===== src/rtl/parity_arbiter_pkg.sv =====
// Shared types and defaults for the round-robin parity arbiter.
package parity_arb_pkg;

  typedef enum logic [1:0] {
    IDLE  = 2'd0,
    GRANT = 2'd1,
    RESP  = 2'd2
  } state_t;

  localparam int DEF_NREQ    = 4;
  localparam int DEF_COUNT_W = 8;

  // Width of a requester index; never narrower than one bit.
  function automatic int id_width(input int n);
    return (n > 2) ? $clog2(n) : 1;
  endfunction

endpackage


===== src/rtl/parity_arbiter_if.sv =====
// Requester-side bus of the parity arbiter: requests, nibbles, grants and responses.
interface parity_arbiter_if
  import parity_arb_pkg::*;
#(
  parameter int NREQ    = DEF_NREQ,
  parameter int COUNT_W = DEF_COUNT_W
) ();

  localparam int IDW = id_width(NREQ);

  logic                 en;
  logic [NREQ-1:0]      req;
  logic [4*NREQ-1:0]    data;
  logic [NREQ-1:0]      gnt;
  logic                 resp_valid;
  logic [IDW-1:0]       resp_id;
  logic                 resp_odd;
  logic                 led;
  logic [COUNT_W-1:0]   odd_count;

  modport master (
    output en, req, data,
    input  gnt, resp_valid, resp_id, resp_odd, led, odd_count
  );

  modport slave (
    input  en, req, data,
    output gnt, resp_valid, resp_id, resp_odd, led, odd_count
  );

endinterface


===== src/rtl/parity_arbiter_odd_parity4.sv =====
// Combinational 4-bit odd-parity evaluator; the single resource the requesters share.
module odd_parity4 (
  input  logic [3:0] nib,
  output logic       odd
);

  assign odd = ^nib;

endmodule


===== src/rtl/parity_arbiter.sv =====
// Round-robin arbiter granting one requester at a time access to a shared
// odd-parity evaluator; returns a tagged one-cycle response, drives the LED
// with the latest result and counts odd results (saturating).
module parity_arbiter
  import parity_arb_pkg::*;
#(
  parameter int NREQ    = DEF_NREQ,
  parameter int COUNT_W = DEF_COUNT_W
) (
  input  logic                 clk,
  input  logic                 rst,
  parity_arbiter_if.slave      bus
);

  localparam int IDW = id_width(NREQ);

  state_t               state_reg, state_next;
  logic [IDW-1:0]       ptr_reg;
  logic [IDW-1:0]       winner_reg;
  logic [IDW-1:0]       pick;
  logic [3:0]           operand_reg;
  logic [IDW-1:0]       resp_id_reg;
  logic                 resp_odd_reg;
  logic                 led_reg;
  logic [COUNT_W-1:0]   count_reg;
  logic                 parity;
  logic                 take;

  // First asserted request at or after the pointer, wrapping at NREQ.
  function automatic logic [IDW-1:0] rr_pick(input logic [NREQ-1:0] r,
                                             input logic [IDW-1:0]  p);
    logic [IDW-1:0] sel;
    logic           hit;
    sel = '0;
    hit = 1'b0;
    for (int k = 0; k < NREQ; k++) begin
      int idx;
      idx = int'(p) + k;
      if (idx >= NREQ) idx = idx - NREQ;
      if (!hit && r[idx]) begin
        hit = 1'b1;
        sel = IDW'(idx);
      end
    end
    return sel;
  endfunction

  assign take = bus.en && (|bus.req);
  assign pick = rr_pick(bus.req, ptr_reg);

  odd_parity4 u_parity (
    .nib (operand_reg),
    .odd (parity)
  );

  // State register.
  always_ff @(posedge clk or posedge rst) begin
    if (rst) state_reg <= IDLE;
    else     state_reg <= state_next;
  end

  // Next-state: only the IDLE decision depends on inputs; GRANT and RESP always advance.
  always_comb begin
    state_next = state_reg;
    case (state_reg)
      IDLE:    if (take) state_next = GRANT;
      GRANT:   state_next = RESP;
      RESP:    state_next = IDLE;
      default: state_next = IDLE;
    endcase
  end

  // Capture the winner's nibble and advance the round-robin pointer past it.
  always_ff @(posedge clk or posedge rst) begin
    if (rst) begin
      ptr_reg     <= '0;
      winner_reg  <= '0;
      operand_reg <= '0;
    end else if (state_reg == IDLE && take) begin
      operand_reg <= bus.data[4*int'(pick) +: 4];
      winner_reg  <= pick;
      ptr_reg     <= (pick == IDW'(NREQ-1)) ? '0 : pick + 1'b1;
    end
  end

  // Response, LED and counter update on the GRANT->RESP edge; held otherwise.
  always_ff @(posedge clk or posedge rst) begin
    if (rst) begin
      resp_id_reg  <= '0;
      resp_odd_reg <= 1'b0;
      led_reg      <= 1'b0;
      count_reg    <= '0;
    end else if (state_reg == GRANT) begin
      resp_id_reg  <= winner_reg;
      resp_odd_reg <= parity;
      led_reg      <= parity;
      if (parity && (count_reg != {COUNT_W{1'b1}})) count_reg <= count_reg + 1'b1;
    end
  end

  // One-hot grant decoded straight from the state register.
  for (genvar gi = 0; gi < NREQ; gi++) begin : g_gnt
    assign bus.gnt[gi] = (state_reg == GRANT) && (winner_reg == IDW'(gi));
  end

  assign bus.resp_valid = (state_reg == RESP);
  assign bus.resp_id    = resp_id_reg;
  assign bus.resp_odd   = resp_odd_reg;
  assign bus.led        = led_reg;
  assign bus.odd_count  = count_reg;

endmodule


===== src/flat_wrapper.sv =====
// flat-port wrapper written by rule: the top's interface ports become plain ports
module parity_arbiter_flat import parity_arb_pkg::*;
#(
  parameter int NREQ    = DEF_NREQ,
  parameter int COUNT_W = DEF_COUNT_W
)
  (clk, rst, bus_en, bus_req, bus_data, bus_gnt, bus_resp_valid, bus_resp_id, bus_resp_odd, bus_led, bus_odd_count);
  parity_arbiter_if #(.NREQ(NREQ), .COUNT_W(COUNT_W)) bus_i ();
  input  logic clk;
  input  logic rst;
  input wire logic [$bits(bus_i.en)-1:0] bus_en;
  input wire logic [$bits(bus_i.req)-1:0] bus_req;
  input wire logic [$bits(bus_i.data)-1:0] bus_data;
  output wire logic [$bits(bus_i.gnt)-1:0] bus_gnt;
  output wire logic [$bits(bus_i.resp_valid)-1:0] bus_resp_valid;
  output wire logic [$bits(bus_i.resp_id)-1:0] bus_resp_id;
  output wire logic [$bits(bus_i.resp_odd)-1:0] bus_resp_odd;
  output wire logic [$bits(bus_i.led)-1:0] bus_led;
  output wire logic [$bits(bus_i.odd_count)-1:0] bus_odd_count;
  assign bus_i.en = bus_en;
  assign bus_i.req = bus_req;
  assign bus_i.data = bus_data;
  assign bus_gnt = bus_i.gnt;
  assign bus_resp_valid = bus_i.resp_valid;
  assign bus_resp_id = bus_i.resp_id;
  assign bus_resp_odd = bus_i.resp_odd;
  assign bus_led = bus_i.led;
  assign bus_odd_count = bus_i.odd_count;
  parity_arbiter #(.NREQ(NREQ), .COUNT_W(COUNT_W)) u_core (.clk(clk), .rst(rst), .bus(bus_i));
endmodule

===== config.mk =====
export PLATFORM = sky130hd
export DESIGN_NAME = parity_arbiter_flat
export DESIGN_NICKNAME = d
export VERILOG_FILES = /design/src/rtl/parity_arbiter_pkg.sv /design/src/rtl/parity_arbiter_if.sv /design/src/rtl/parity_arbiter_odd_parity4.sv /design/src/rtl/parity_arbiter.sv /design/src/flat_wrapper.sv
export SDC_FILE = /design/constraint.sdc
export NUM_CORES = 1
export LEC_CHECK = 0
export ABC_CLOCK_PERIOD_IN_PS = 4800
export CAP_MARGIN = 15
export CORE_MARGIN = 2
export CORE_UTILIZATION = 45
export DETAILED_ROUTE_END_ITERATION = 7
export GPL_TIMING_DRIVEN = 0
export MAX_ROUTING_LAYER = met4
export PLACE_DENSITY = 0.79
export SETUP_SLACK_MARGIN = 0.4
export SLEW_MARGIN = 20
export SYNTH_ARGS = -nofsm -noshare
export SYNTH_HDL_FRONTEND = slang
export SYNTH_HIERARCHICAL = 1
export SYNTH_SLANG_ARGS = --single-unit

===== constraint.sdc =====
create_clock -name clk -period 4.8 [get_ports clk]
set_input_delay 0.96 -clock clk [delete_from_list [all_inputs] [get_ports clk]]
set_output_delay 0.96 -clock clk [all_outputs]
set_load 0.02 [all_outputs]

Yosys cells after proc, flatten, opt, wreduce, memory -nomap -nowiden
Index checks and enable logic that the tools add are counted.
Storage, ports and cells
  register bits: 21
  input port bits: 23
  output and inout port bits: 17
  logic and storage cells: 77
Operators by class
  add/sub/neg operators: 9
  $lt $le $gt $ge: 8
  equality and inequality tests: 8
  shift operators: 1
  muxes and demuxes: 26
  reduce and logical (&&, ||, !) cells: 18
Operators with widths (number)
  $lt A32 B4 Y1 const B: 4
  $mux W32: 4
  $ge A32 B4 Y1 const B: 3
  $sub A32 B4 Y32 const B: 3
  $shiftx A16 B5 Y4: 1
  $mux W2: 6
  $mux W1: 11
  $logic_and A1 B1 Y1: 10
  $add A8 B1 Y8 const B: 1
  $bmux W1 S2: 4
  $eq A2 B2 Y1 const B: 4
  $ne A8 B8 Y1 const B: 1
  $add A2 B2 Y3 const B: 2
  $eq A2 B1 Y1 const B: 2
  $logic_not A2 Y1: 2
  $pmux W2 S2: 1
  $reduce_or A4 Y1: 1
  $reduce_xor A4 Y1: 1
  $sub A2 B3 Y4 const B: 1
  $add A2 B1 Y3 const B: 1
  $ge A2 B3 Y1 const B: 1
  $logic_not A1 Y1: 3
  $add A2 B1 Y2 const B: 1
  $ne A2 B1 Y1 const B: 1
  $reduce_and A2 Y1: 1

Logic depth before layout (Yosys ltp)
  depth after elaboration: 17
  depth in mapped cells: 6

Cells and area by module
The synthesis kept the hierarchy.
By module, submodules not included
  parity_arbiter: times used 1, cells an instance 114, area an instance 1147.4 um2, seq. area each 525.5 um2
  odd_parity4: times used 1, cells an instance 3, area an instance 26.3 um2, seq. area each 0.0 um2

Worst setup path after synthesis
Ideal clock, no wire load.
  kind: in2reg
  start point: input bus_req[1]
  end point: register u_core.winner_reg[0]
  setup time: 128 ps
  arrival time: 1989 ps
  setup slack: 2684 ps
  stages: 4
  path buffers: 0
  cells stage by stage: or4_1 > nand3_1 > inv_2 > mux2_1
Between the ends
  word-level cells in the longest chain between the ends: 13
  elaborated cells on any way between the ends: 28
Ends and longest elaborated chain
  from (decl): line flat_wrapper.sv:12  | input wire logic [$bits(bus_i.req)-1:0] bus_req;
  $bmux W1 S2: line parity_arbiter.sv:40  | if (!hit && r[idx]) begin
  $mux W1 (implied by the code) (2 in a row): line parity_arbiter.sv:40
  $mux W1: line parity_arbiter.sv:40
  $logic_not A1 Y1: line parity_arbiter.sv:40
  $logic_and A1 B1 Y1: line parity_arbiter.sv:40
  $mux W1: line parity_arbiter.sv:40
  $logic_not A1 Y1: line parity_arbiter.sv:40
  $logic_and A1 B1 Y1: line parity_arbiter.sv:40
  $mux W1: line parity_arbiter.sv:40
  $logic_not A1 Y1: line parity_arbiter.sv:40
  $logic_and A1 B1 Y1: line parity_arbiter.sv:40
  $mux W2: line parity_arbiter.sv:40
  to (signal assigned): line parity_arbiter.sv:81  | winner_reg <= pick;
  to (decl): line parity_arbiter.sv:19  | logic [IDW-1:0] winner_reg;
Several ways; a longest one is shown, not always the timed one. The select of a mux whose other input is x is not followed.
A chain may end at the register's enable or synchronous reset.

Worst setup path in the final report
  start point: register u_core.state_reg[1]
  end point: output bus_gnt[1]
Between the ends
  word-level cells in the longest chain between the ends: 2
Ends and longest elaborated chain
  from (decl): line parity_arbiter.sv:17  | state_t state_reg, state_next;
  from (signal assigned): line parity_arbiter.sv:59  | else state_reg <= state_next;
  $eq A2 B1 Y1: line parity_arbiter.sv:103  | assign bus.gnt[gi] = (state_reg == GRANT) && (winner_reg == IDW'(gi));
  $logic_and A1 B1 Y1: line parity_arbiter.sv:103
  to (decl): line flat_wrapper.sv:14  | output wire logic [$bits(bus_i.gnt)-1:0] bus_gnt;
No other way between the ends.

==> impl_results.md <==
* Critical path startpoint: u_core/state_reg[1]
* Yosys top cell area share at 0.448
* Post-Route Skew at 0.0130 ns
* Final TNS setup at 0 ns
* Worst-path fanout max at 6
* Area contributors post-synth: dfrtp_1, nand2_1, xnor2_1, mux2i_1, o31a_2
* Global-route wire length before repair at 4020 µm
* Crit path max-delay family: buffers and inverters
* PD cells at 488 nW/µm²
* Htree depth at 1
* Netlist cell types at 34
* Die Footprint at 3030 µm²
* Peak supply drop at 0.000317 V
* Root Buffer Master: clkbuf_4
* Worst hold-check path type: flop to flop
* CTS Buf Count at 3
* Post-Layout Cell Count at 190
* Warnings from Yosys at 6
* Crit path DAT at 1.85 ns
* CP bufs+invs at 2
* Status: finished clean
* Initial detailed-routing violation count at 7
* Seq/Total Area, Yosys at 0.448
* Max_slew headroom at 0.502
* Critical Path Max Stage Delay at 0.62 ns
* CP endpoint: bus_gnt[1]
* Via count at 1,018
* Input/output buffers at 39
* Critical Path Start Type: flop
* Synthesized area at 1170 µm²
* Cell taking the most area after synthesis: dfrtp_1
* Cell Rows at 18
* Final Hold Viols at 0
* Post-Place Cells at 186
* Skew-Pair Late Insertion Delay at 0.30 ns
* Share of layout cells above drive strength 1 at 0.100
* Nets@finish at 186
* CP required at 3.84 ns
* CP Class: flop to output port
* Syn nets at 142
* Final core utilization at 0.657
* Final ANT Viol Nets at 0
* # Post-CTS Setup Buffers at 0
* Die height at 55.1 µm
* CTS tree: done
* DP HPWL at 2090 µm
* Max-Cap Viols at 0
* Main synth FF type: dfrtp_1
* Post-synth EDFFs at 0
* Clock sinks at 21
* Fmax at 356 MHz
* Async SR Flop Fraction at 1.00
* Fin crit period at 2.81 ns
* DR WL/cell at 13.2 µm
* Post-CTS Hold Buffers at 0
* Drt via density at 5.36
* Static Leak at 0.704 nW
* Worst R2R Setup Slack at 3.00 ns
* Antenna cells at 0
* Worst-case reg-to-reg path depth at 5
* Worst-path cell chain: nand2b_1 -> inv_2 -> nand2_1 -> nor2_1 -> clkdlybuf4s50_1
* Slew Limit Fails at 0
* Final setup viols at 0
* RSZ-0062 raised after global routing: false
* Final wirelength at 2510 µm
* Crit end category: output port
* Initial Util at 0.474
* Layout area overhead at 38.7%
* Core Region at 2480 µm²
* I/O pins at 40
* Router iterations before antenna repair at 4
* Fin crit share at 0.585
* Initial antenna violation count at 0
* #FFs+latches synth at 21
* Hold WS at 0.491 ns
* Reg-to-reg startpoint: u_core/ptr_reg[1]
* Clock Path Buffers at 2
* Tightest Pin Transition at 0.745 ns
* DRC viols at 0
* Cells after Synth at 117
* Largest net degree at the start of global routing at 22
* Syn Area/Cell at 10.0 µm²
* PostCTS Resize Cnt at 0
* Reg clk slew, reported paths at 0.10 ns
* Critical R2R Capture: u_core/ptr_reg[0]
* Most common cell in the synthesized netlist: dfrtp_1
* FILL cells at 234
* Slowest-stage cell, CP: clkdlybuf4s50_1
* GRT Overall Usage at 0.189
* Worst path depth at 5
* GP Congestion at 0.871
* Number of global-route vias before repair at 1,005
* Synth cell count leaders: dfrtp_1, nand2_1, xnor2_1, mux2i_1
* Die X at 55.1 µm
* Grt ovf at 0
* Max reg flops at 8
* Power Total at 795 µW
==> power by group <==
| part | switching, mW | total (mW) | internal, mW |
|---|---|---|---|
| clock network | 0.0499 | 0.0822 | 0.0323 |
| logic | 0.199 | 0.400 | 0.201 |
| registers | 0.0691 | 0.312 | 0.243 |
| total | 0.318 | 0.795 | 0.477 |
==> logic make-up after synthesis <==
group,count (synthesis),share of synthesized area
mux,7,0.0618
fa+ha+maj,2,0.0213
compound gates,19,0.131
flops,21,0.448
xor+xnor,10,0.0746
simple gates,51,0.235
buf+inv,7,0.0288
==> worst min-delay path, delay by kind of cell (launching register included) <==
family	cells	cell delay (ns)
flops	1	0.36
simple gates	2	0.10
==> per-layer routing <==
metal | GRT usage | vias up | wire, µm
li1 | - | 510 | -
met1 | 0.201 | 464 | 1080
met2 | 0.355 | 40 | 1270
met3 | 0.0215 | 4 | 136
met4 | 0.0732 | 0 | 27
met5 | - | - | 0
==> layout make-up <==
class / instances / area (µm²) / share of cell area
plain buffers: 2 / 15.0 / 0.00922
clock buffers: 4 / 26.3 / 0.0161
inverters: 5 / 18.8 / 0.0115
multi-input cells: 89 / 614 / 0.377
flip-flops and latches: 21 / 526 / 0.323
well taps: 30 / 37.5 / 0.0231
repair buffers: 39 / 390 / 0.240
==> cells in the final DEF, fill, tap and decap left out, types with 3 or more instances in the layout <==
cell type | Yosys | layout
and4_1 | 4 | 4
o311ai_1 | 3 | 3
nand2b_1 | 3 | 3
xnor2_1 | 7 | 7
nor2_1 | 4 | 4
o31a_2 | 4 | 4
mux2i_1 | 5 | 5
nor3_1 | 3 | 3
dfrtp_1 | 21 | 21
clkdlybuf4s50_1 | 0 | 39
o21ai_1 | 4 | 4
xor2_1 | 3 | 3
nand2_1 | 20 | 20
clkbuf_4 | 0 | 3
nand4_1 | 4 | 4
==> how the worst min path moves through the flow <==
stage	from	end	slack [ns]	cells after the start
detailed placement	u_core/bus.resp_id[0]	u_core/bus.resp_id[0]	0.47	2
CTS	u_core/bus.resp_id[0]	u_core/bus.resp_id[0]	0.50	2
finish	u_core/bus.resp_id[0]	u_core/bus.resp_id[0]	0.49	2
floorplan	u_core/operand_reg[2]	u_core/operand_reg[2]	0.47	2
global route	u_core/bus.odd_count[5]	u_core/bus.odd_count[5]	0.53	1
global placement	u_core/bus.resp_id[0]	u_core/bus.resp_id[0]	0.46	2
==> stage by stage <==
stage          setup WS, ns  instance area, µm²
6_report               1.99                1630
5_1_grt                1.84                1630
4_1_cts                1.96                1630
3_5_place_dp           2.06                1600
3_3_place_gp           2.10                1600
2_1_floorplan          2.68                1170
Note: power is estimated with default switching activity, not from simulation.
